$ cat src/rtl/muldiv_pkg.sv
// muldiv_pkg: shared types and constants for the RV32M execute-stage sequencer.
//   funct3_e - RV32M funct3 encodings (MUL .. REMU)
//   state_e  - sequencer FSM states
//   XLEN, CNT_W, INT_MIN, ALL_ONES - datapath width and special operand values
//   abs_val, cond_negate - sign-magnitude helpers used by the divide path
package muldiv_pkg;

  localparam int XLEN  = 32;
  localparam int CNT_W = 5;

  localparam logic [XLEN-1:0] INT_MIN  = 32'h8000_0000;
  localparam logic [XLEN-1:0] ALL_ONES = 32'hFFFF_FFFF;

  typedef enum logic [2:0] {
    F_MUL    = 3'b000,
    F_MULH   = 3'b001,
    F_MULHSU = 3'b010,
    F_MULHU  = 3'b011,
    F_DIV    = 3'b100,
    F_DIVU   = 3'b101,
    F_REM    = 3'b110,
    F_REMU   = 3'b111
  } funct3_e;

  typedef enum logic [1:0] {
    S_IDLE = 2'd0,
    S_MUL  = 2'd1,
    S_DIV  = 2'd2,
    S_DONE = 2'd3
  } state_e;

  // Magnitude of x when treated as signed; INT_MIN maps to 2^31, which is the
  // correct unsigned magnitude for the divider.
  function automatic logic [XLEN-1:0] abs_val(input logic [XLEN-1:0] x,
                                              input logic            is_signed);
    logic [XLEN-1:0] r;
    if (is_signed && x[XLEN-1]) begin
      r = ~x + 32'd1;
    end else begin
      r = x;
    end
    return r;
  endfunction

  // Two's-complement negate when en is set.
  function automatic logic [XLEN-1:0] cond_negate(input logic [XLEN-1:0] x,
                                                  input logic            en);
    logic [XLEN-1:0] r;
    if (en) begin
      r = ~x + 32'd1;
    end else begin
      r = x;
    end
    return r;
  endfunction

endpackage

$ cat src/rtl/muldiv_if.sv
// muldiv_if: EX-stage request/response bundle for the M-extension sequencer.
//   valid_i, funct3_i, op_a_i, op_b_i, flush_i - request side, driven by EX
//   stall_o, done_o, result_o                   - response side, driven by the sequencer
// master = pipeline side, slave = sequencer side.
interface muldiv_if;
  import muldiv_pkg::*;

  logic            valid_i;
  logic [2:0]      funct3_i;
  logic [XLEN-1:0] op_a_i;
  logic [XLEN-1:0] op_b_i;
  logic            flush_i;
  logic            stall_o;
  logic            done_o;
  logic [XLEN-1:0] result_o;

  modport master (
    output valid_i, funct3_i, op_a_i, op_b_i, flush_i,
    input  stall_o, done_o, result_o
  );

  modport slave (
    input  valid_i, funct3_i, op_a_i, op_b_i, flush_i,
    output stall_o, done_o, result_o
  );

endinterface

$ cat src/rtl/muldiv_div_step.sv
// div_step: one combinational restoring-division iteration.
//   rem, quo, divisor  in  - current partial remainder, dividend/quotient shift
//                            register, divisor magnitude
//   rem_next, quo_next out - state after shifting {rem,quo} left and subtracting
// Invariant: rem < divisor on entry, so the shifted remainder fits in XLEN+1 bits.
module div_step
  import muldiv_pkg::*;
(
  input  logic [XLEN-1:0] rem,
  input  logic [XLEN-1:0] quo,
  input  logic [XLEN-1:0] divisor,
  output logic [XLEN-1:0] rem_next,
  output logic [XLEN-1:0] quo_next
);

  logic [XLEN:0] shifted_s;
  logic [XLEN:0] trial_s;

  // Shift in the next dividend bit, trial-subtract, restore on borrow.
  always_comb begin
    shifted_s = {rem, quo[XLEN-1]};
    trial_s   = shifted_s - {1'b0, divisor};
    if (trial_s[XLEN] == 1'b0) begin
      rem_next = trial_s[XLEN-1:0];
      quo_next = {quo[XLEN-2:0], 1'b1};
    end else begin
      rem_next = shifted_s[XLEN-1:0];
      quo_next = {quo[XLEN-2:0], 1'b0};
    end
  end

endmodule

$ cat src/rtl/muldiv_sequencer.sv
// muldiv_sequencer: multi-cycle RV32M execute unit that stalls the pipeline.
//   clk  in      - clock
//   rst  in      - synchronous active-high reset
//   bus  slave   - valid_i/funct3_i/op_a_i/op_b_i/flush_i requests,
//                  stall_o/done_o/result_o responses (see muldiv_if)
// Multiply completes two cycles after accept, a normal divide 33 cycles after
// accept (32 restoring steps), divide-by-zero and signed overflow one cycle
// after accept. done_o is a one-cycle pulse; result_o holds between pulses.
module muldiv_sequencer
  import muldiv_pkg::*;
(
  input  logic     clk,
  input  logic     rst,
  muldiv_if.slave  bus
);

  state_e           state_r;
  logic [2:0]       funct3_r;
  logic [XLEN-1:0]  op_a_r;
  logic [XLEN-1:0]  op_b_r;
  logic [XLEN-1:0]  quo_r;
  logic [XLEN-1:0]  rem_r;
  logic [XLEN-1:0]  divisor_r;
  logic [XLEN-1:0]  result_r;
  logic [CNT_W-1:0] counter_r;
  logic             neg_q_r;
  logic             neg_r_r;
  logic             done_r;

  logic             div_signed_s;
  logic             div_zero_s;
  logic             div_ovf_s;
  logic             mul_sa_s;
  logic             mul_sb_s;
  logic [2*XLEN-1:0] mul_a_s;
  logic [2*XLEN-1:0] mul_b_s;
  logic [2*XLEN-1:0] mul_prod_s;
  logic [XLEN-1:0]  mul_res_s;
  logic [XLEN-1:0]  rem_next_s;
  logic [XLEN-1:0]  quo_next_s;
  logic [XLEN-1:0]  div_res_s;

  // Even funct3[0] selects the signed divide/remainder variants.
  assign div_signed_s = ~bus.funct3_i[0];
  assign div_zero_s   = (bus.op_b_i == 32'd0);
  assign div_ovf_s    = div_signed_s && (bus.op_a_i == INT_MIN) && (bus.op_b_i == ALL_ONES);

  // The accept cycle is stalled combinationally so IF/ID/EX hold immediately.
  assign bus.stall_o  = ((state_r == S_IDLE) && bus.valid_i && !bus.flush_i) ||
                        (state_r == S_MUL) || (state_r == S_DIV);
  assign bus.done_o   = done_r;
  assign bus.result_o = result_r;

  div_step u_div_step (
    .rem      (rem_r),
    .quo      (quo_r),
    .divisor  (divisor_r),
    .rem_next (rem_next_s),
    .quo_next (quo_next_s)
  );

  // Multiply: sign-extend both operands to 64 bits; the low 64 bits of the
  // product are then correct for every signed/unsigned combination.
  always_comb begin
    mul_sa_s = 1'b0;
    mul_sb_s = 1'b0;
    case (funct3_r)
      F_MUL, F_MULH: begin
        mul_sa_s = 1'b1;
        mul_sb_s = 1'b1;
      end
      F_MULHSU: begin
        mul_sa_s = 1'b1;
        mul_sb_s = 1'b0;
      end
      F_MULHU: begin
        mul_sa_s = 1'b0;
        mul_sb_s = 1'b0;
      end
      default: begin
        mul_sa_s = 1'b0;
        mul_sb_s = 1'b0;
      end
    endcase
    mul_a_s    = {{XLEN{mul_sa_s & op_a_r[XLEN-1]}}, op_a_r};
    mul_b_s    = {{XLEN{mul_sb_s & op_b_r[XLEN-1]}}, op_b_r};
    mul_prod_s = mul_a_s * mul_b_s;
    if (funct3_r == F_MUL) begin
      mul_res_s = mul_prod_s[XLEN-1:0];
    end else begin
      mul_res_s = mul_prod_s[2*XLEN-1:XLEN];
    end
  end

  // Divide result from the final step: funct3[1] selects remainder over quotient.
  always_comb begin
    if (funct3_r[1]) begin
      div_res_s = cond_negate(rem_next_s, neg_r_r);
    end else begin
      div_res_s = cond_negate(quo_next_s, neg_q_r);
    end
  end

  // Sequencer FSM with registered done/result; flush outranks everything but reset.
  always_ff @(posedge clk) begin
    if (rst) begin
      state_r   <= S_IDLE;
      funct3_r  <= 3'b000;
      op_a_r    <= 32'd0;
      op_b_r    <= 32'd0;
      quo_r     <= 32'd0;
      rem_r     <= 32'd0;
      divisor_r <= 32'd0;
      result_r  <= 32'd0;
      counter_r <= 5'd0;
      neg_q_r   <= 1'b0;
      neg_r_r   <= 1'b0;
      done_r    <= 1'b0;
    end else if (bus.flush_i) begin
      state_r <= S_IDLE;
      done_r  <= 1'b0;
    end else begin
      case (state_r)
        S_IDLE: begin
          done_r <= 1'b0;
          if (bus.valid_i) begin
            funct3_r <= bus.funct3_i;
            op_a_r   <= bus.op_a_i;
            op_b_r   <= bus.op_b_i;
            if (!bus.funct3_i[2]) begin
              state_r <= S_MUL;
            end else if (div_zero_s) begin
              result_r <= bus.funct3_i[1] ? bus.op_a_i : ALL_ONES;
              done_r   <= 1'b1;
              state_r  <= S_DONE;
            end else if (div_ovf_s) begin
              result_r <= bus.funct3_i[1] ? 32'd0 : INT_MIN;
              done_r   <= 1'b1;
              state_r  <= S_DONE;
            end else begin
              quo_r     <= abs_val(bus.op_a_i, div_signed_s);
              divisor_r <= abs_val(bus.op_b_i, div_signed_s);
              rem_r     <= 32'd0;
              counter_r <= 5'd0;
              neg_q_r   <= div_signed_s & (bus.op_a_i[XLEN-1] ^ bus.op_b_i[XLEN-1]);
              neg_r_r   <= div_signed_s & bus.op_a_i[XLEN-1];
              state_r   <= S_DIV;
            end
          end else begin
            state_r <= S_IDLE;
          end
        end
        S_MUL: begin
          result_r <= mul_res_s;
          done_r   <= 1'b1;
          state_r  <= S_DONE;
        end
        S_DIV: begin
          rem_r     <= rem_next_s;
          quo_r     <= quo_next_s;
          counter_r <= counter_r + 5'd1;
          if (counter_r == {CNT_W{1'b1}}) begin
            result_r <= div_res_s;
            done_r   <= 1'b1;
            state_r  <= S_DONE;
          end else begin
            state_r <= S_DIV;
          end
        end
        S_DONE: begin
          // valid_i may still be high here; it is not re-accepted until IDLE.
          done_r  <= 1'b0;
          state_r <= S_IDLE;
        end
        default: begin
          done_r  <= 1'b0;
          state_r <= S_IDLE;
        end
      endcase
    end
  end

endmodule
$ cat src/flat_wrapper.sv
// flat-port wrapper written by rule: the top's interface ports become plain ports
module muldiv_sequencer_flat import muldiv_pkg::*;
  (clk, rst, bus_valid_i, bus_funct3_i, bus_op_a_i, bus_op_b_i, bus_flush_i, bus_stall_o, bus_done_o, bus_result_o);
  muldiv_if bus_i ();
  input  logic clk;
  input  logic rst;
  input wire logic [$bits(bus_i.valid_i)-1:0] bus_valid_i;
  input wire logic [$bits(bus_i.funct3_i)-1:0] bus_funct3_i;
  input wire logic [$bits(bus_i.op_a_i)-1:0] bus_op_a_i;
  input wire logic [$bits(bus_i.op_b_i)-1:0] bus_op_b_i;
  input wire logic [$bits(bus_i.flush_i)-1:0] bus_flush_i;
  output wire logic [$bits(bus_i.stall_o)-1:0] bus_stall_o;
  output wire logic [$bits(bus_i.done_o)-1:0] bus_done_o;
  output wire logic [$bits(bus_i.result_o)-1:0] bus_result_o;
  assign bus_i.valid_i = bus_valid_i;
  assign bus_i.funct3_i = bus_funct3_i;
  assign bus_i.op_a_i = bus_op_a_i;
  assign bus_i.op_b_i = bus_op_b_i;
  assign bus_i.flush_i = bus_flush_i;
  assign bus_stall_o = bus_i.stall_o;
  assign bus_done_o = bus_i.done_o;
  assign bus_result_o = bus_i.result_o;
  muldiv_sequencer u_core (.clk(clk), .rst(rst), .bus(bus_i));
endmodule
$ cat config.mk
export PLATFORM = sky130hd
export DESIGN_NAME = muldiv_sequencer_flat
export DESIGN_NICKNAME = d
export VERILOG_FILES = /design/src/rtl/muldiv_pkg.sv /design/src/rtl/muldiv_if.sv /design/src/rtl/muldiv_div_step.sv /design/src/rtl/muldiv_sequencer.sv /design/src/flat_wrapper.sv
export SDC_FILE = /design/constraint.sdc
export NUM_CORES = 2
export LEC_CHECK = 0
export BUFFER_PORTS_ARGS = -buffer_cell sky130_fd_sc_hd__buf_2
export CORE_MARGIN = 2
export CORE_UTILIZATION = 40
export DETAILED_ROUTE_END_ITERATION = 10
export PLACE_DENSITY = 0.62
export SYNTH_ARGS = -nofsm -noshare
export SYNTH_HDL_FRONTEND = slang
export SYNTH_SLANG_ARGS = --single-unit
$ cat constraint.sdc
create_clock -name clk -period 16.2 [get_ports clk]
set_input_delay 2.43 -clock clk [delete_from_list [all_inputs] [get_ports clk]]
set_output_delay 2.43 -clock clk [all_outputs]
set_load 0.005 [all_outputs]
==> key figures <==
Run status
  – Status: finished clean

Floorplanning
  – Die area: between 100000 and 150000 sq um
  – Site Rows: around 130
  – Core ar.: 130000 sq um
  – DIE HEIGHT: around 370 um
  – Die width: 366 um
  – Starting Density: 0.404
  – Io pins: 105

Timing
  – Fin Hold WS: between 400 and 500 ps
  – Final worst setup slack: 6370 ps
  – Worst Skew: 30.1 ps
  – Achievable frequency: 102 MHz
  – Number of hold violations in the final report: 0
  – Max-slew headroom: 0.170
  – Final setup fails: 0
  – RSZ-0062 raised after global routing: no
  – Worst-margin pin slew: approximately 1200 ps
  – Crit path time final: about 9800 ps
  – Final Max Slew Viols: 0
  – Final Cycle Share: 0.606
  – Setup total negative slack: 0 ps

Setup path
  – Largest stage delay, worst path: 830 ps
  – Setup crit end kind: register
  – Critical Path RT: around 17000 ps
  – Reg-to-Reg Start: u_core.funct3_r[2]$_SDFFE_PP0P_
  – FF-to-FF path depth: 31
  – CP Class: register to register
  – Reg2reg end: u_core.bus.result_o[28]$_SDFFE_PP0P_
  – Critical-path maximum fanout: 31
  – CP max-delay cell: fa_1
  – Cell mode on critical path: fa_1
  – R2r setup slk: 6370 ps
  – CP startpoint kind: register
  – Crit path arrival time: just over 10000 ps

Power
  – Power Total: roughly 2200 uW
  – Leakage power: 0.0250 uW
  – Power Dens Cells: approximately 40 nW/um^2
  – Peak supply drop: roughly 0.076 mV

Placed design
  – Inst Count DP: 7838
  – Worst slack, placed: 6470 ps
  – Hpwl dp: 136000 um
  – GPL Wtd Cong: about 1
  – Port Buf Inserts: approximately 100

Global routing
  – Largest net degree at the start of global routing: 95
  – Initial antenna violation count: 15
  – Total GRT Usage: 0.259
  – First-pass GRT wire length: ~270000 um
  – Total gr overflow: 0
  – Vias in the first global route: 45051

Clock tree
  – Root Buffer: clkbuf_16
  – Clk slew on worst S/H paths: about 60 ps
  – Clock Tree Buf Depth: 3
  – Clk sinks: a little over 200
  – Post-cts hold buffer count: 0
  – CTS H-tree depth: 1
  – Post-CTS Resized: 0
  – Post-CTS Setup Inserts: 0
  – Skew-Pair Late Insertion Delay: 600 ps
  – CTS Buf Count: 29
  – CTS tree: built

Synthesis
  – FF+latch count, synth: approximately 210
  – Post-synthesis sequential area ratio: 0.0782
  – Fraction of registers with async set/reset: 0
  – Number of flops mapped to enable cells by yosys: 0
  – Count leader, synth: inv_1
  – Largest cells by area after synthesis: fa_1, inv_1, nand2_1
  – Cells after Synth: about 6300
  – Syn_area_per_cell: ~8.4 sq um
  – Post-synth top cells: inv_1, nand2_1, fa_1
  – Syn nets: just under 8000
  – Synth unique cells: 93
  – Netlist Area Pre-Place: roughly 52000 sq um
  – Main synth FF type: dfxtp_1
  – Synth warn: 0
  – Post-synth top area cell: fa_1
  – Top cell type's share of synthesized area: 0.430

Layout
  – Area grow syn2layout: 5.68%
  – Cell Count, Final, Fillers Out: between 7000 and 8000
  – Share of cells above drive strength 1: 0.0486
  – Final Net Count: 7580

Routing
  – DR vias: approximately 43000
  – Routed WL: 172000 um
  – WL/cell: roughly 22 um
  – DRC: 0
  – 1st-pass router iterations: 6
  – Drt via density: 5.41
  – DRT iter0 DRCs: about 3500
  – Final ANT Viol Nets: 0

Hold path
  – Cell depth of the worst hold path: 2
  – Min-delay src: u_core.op_a_r[3]$_SDFFE_PP0P_
  – Hold Path Class: register to register
  – Hold Path End: u_core.op_a_r[3]$_SDFFE_PP0P_

Flow run
  – Max-Cap Viols: 0
## stage by stage
step | util | cell area [sq um]
final | 0.427 | 55400
after CTS | 0.427 | 55400
after global routing | 0.427 | 55400
after floorplan | - | 52500
after detailed placement | 0.420 | 54500
after global placement | 0.420 | 54500
## layer usage
metal	wire length [um]	up-vias	global-route usage
met4	7400	6	0.0995
met3	12200	306	0.0355
met2	80200	1600	0.421
met5	36	-	0
met1	72400	22038	0.349
li1	-	18816	-
## critical path: cells and delay by family (launching register included)
family                   cells  cell delay [ps]
flip-flops                   1              510
AND/OR/NAND/NOR              7             1390
adder cells (fa/ha/maj)      9             4830
buffers and inverters        8             1020
multiplexers                 1              150
AO/OA/AOI/OAI                6             1750
## worst max-delay path by stage
| stage | from | end | slack, ps | cells after the start |
|---|---|---|---|---|
| 2_1_floorplan | u_core.funct3_r[1]$_SDFFE_PP0P_ | u_core.bus.result_o[28]$_SDFFE_PP0P_ | 7330 | 30 |
| 3_3_place_gp | u_core.funct3_r[2]$_SDFFE_PP0P_ | u_core.bus.result_o[28]$_SDFFE_PP0P_ | 6500 | 31 |
| 3_5_place_dp | u_core.funct3_r[2]$_SDFFE_PP0P_ | u_core.bus.result_o[28]$_SDFFE_PP0P_ | 6470 | 31 |
| 4_1_cts | u_core.funct3_r[2]$_SDFFE_PP0P_ | u_core.bus.result_o[28]$_SDFFE_PP0P_ | 6420 | 31 |
| 5_1_grt | u_core.funct3_r[2]$_SDFFE_PP0P_ | u_core.bus.result_o[28]$_SDFFE_PP0P_ | 5830 | 31 |
| 6_report | u_core.funct3_r[2]$_SDFFE_PP0P_ | u_core.bus.result_o[28]$_SDFFE_PP0P_ | 6370 | 31 |
## cell type report
type / count / area, sq um
fill: 13108 / 74400
multi-input combinational: 4450 / 42300
inverter: 1243 / 4670
sequential: 205 / 4110
tap: 1742 / 2180
timing repair buffer: 198 / 1230
clock buffer: 41 / 821
clock inverter: 11 / 143
antenna: 10 / 25.0
## cell families after synthesis
family,Yosys count,share of synthesized area
AO/OA/AOI/OAI,802,0.0977
XOR/XNOR,206,0.0344
adder cells (fa/ha/maj),1382,0.491
buffers and inverters,1623,0.117
flip-flops,205,0.0782
multiplexers,28,0.00539
AND/OR/NAND/NOR,2032,0.177
## layout by cell type (no fill, tap or decap), types with 15 or more instances in the layout
| cell type | count |
|---|---|
| inv_1 | 1242 |
| nand2_1 | 1167 |
| fa_1 | 1126 |
| and2_1 | 328 |
| a21oi_1 | 271 |
| ha_1 | 255 |
| nor2_1 | 222 |
| dfxtp_1 | 201 |
| o21ai_0 | 156 |
| xnor2_1 | 121 |
| buf_2 | 103 |
| buf_4 | 94 |
| xor2_1 | 85 |
| nand3_1 | 63 |
| a21o_1 | 60 |
| a211oi_1 | 50 |
| nor3_1 | 48 |
| o31ai_1 | 34 |
| nand4_1 | 32 |
| or3_1 | 32 |
| clkbuf_16 | 29 |
| mux2i_1 | 26 |
| o211ai_1 | 21 |
| nand2b_1 | 20 |
| nor4_1 | 20 |
| o21a_1 | 17 |
| a22oi_1 | 17 |
| a31oi_1 | 15 |
## state kept, by name (all words and copies together) (netlist names), 2 cells and up
name,cells
u_core.funct3_r,3
u_core.counter_r,5
u_core.divisor_r,32
u_core.state_r,2
u_core.rem_r,32
u_core.bus.result_o,32
u_core.quo_r,32
u_core.op_b_r,32
u_core.op_a_r,32
## report_power, final
group	leakage [uW]	switching [uW]	internal, uW
clock network	0.000469	274	398
logic	0.0229	677	326
registers	0.00167	17.2	521
total	0.0250	969	1250
(Power assumes the default switching activity.)
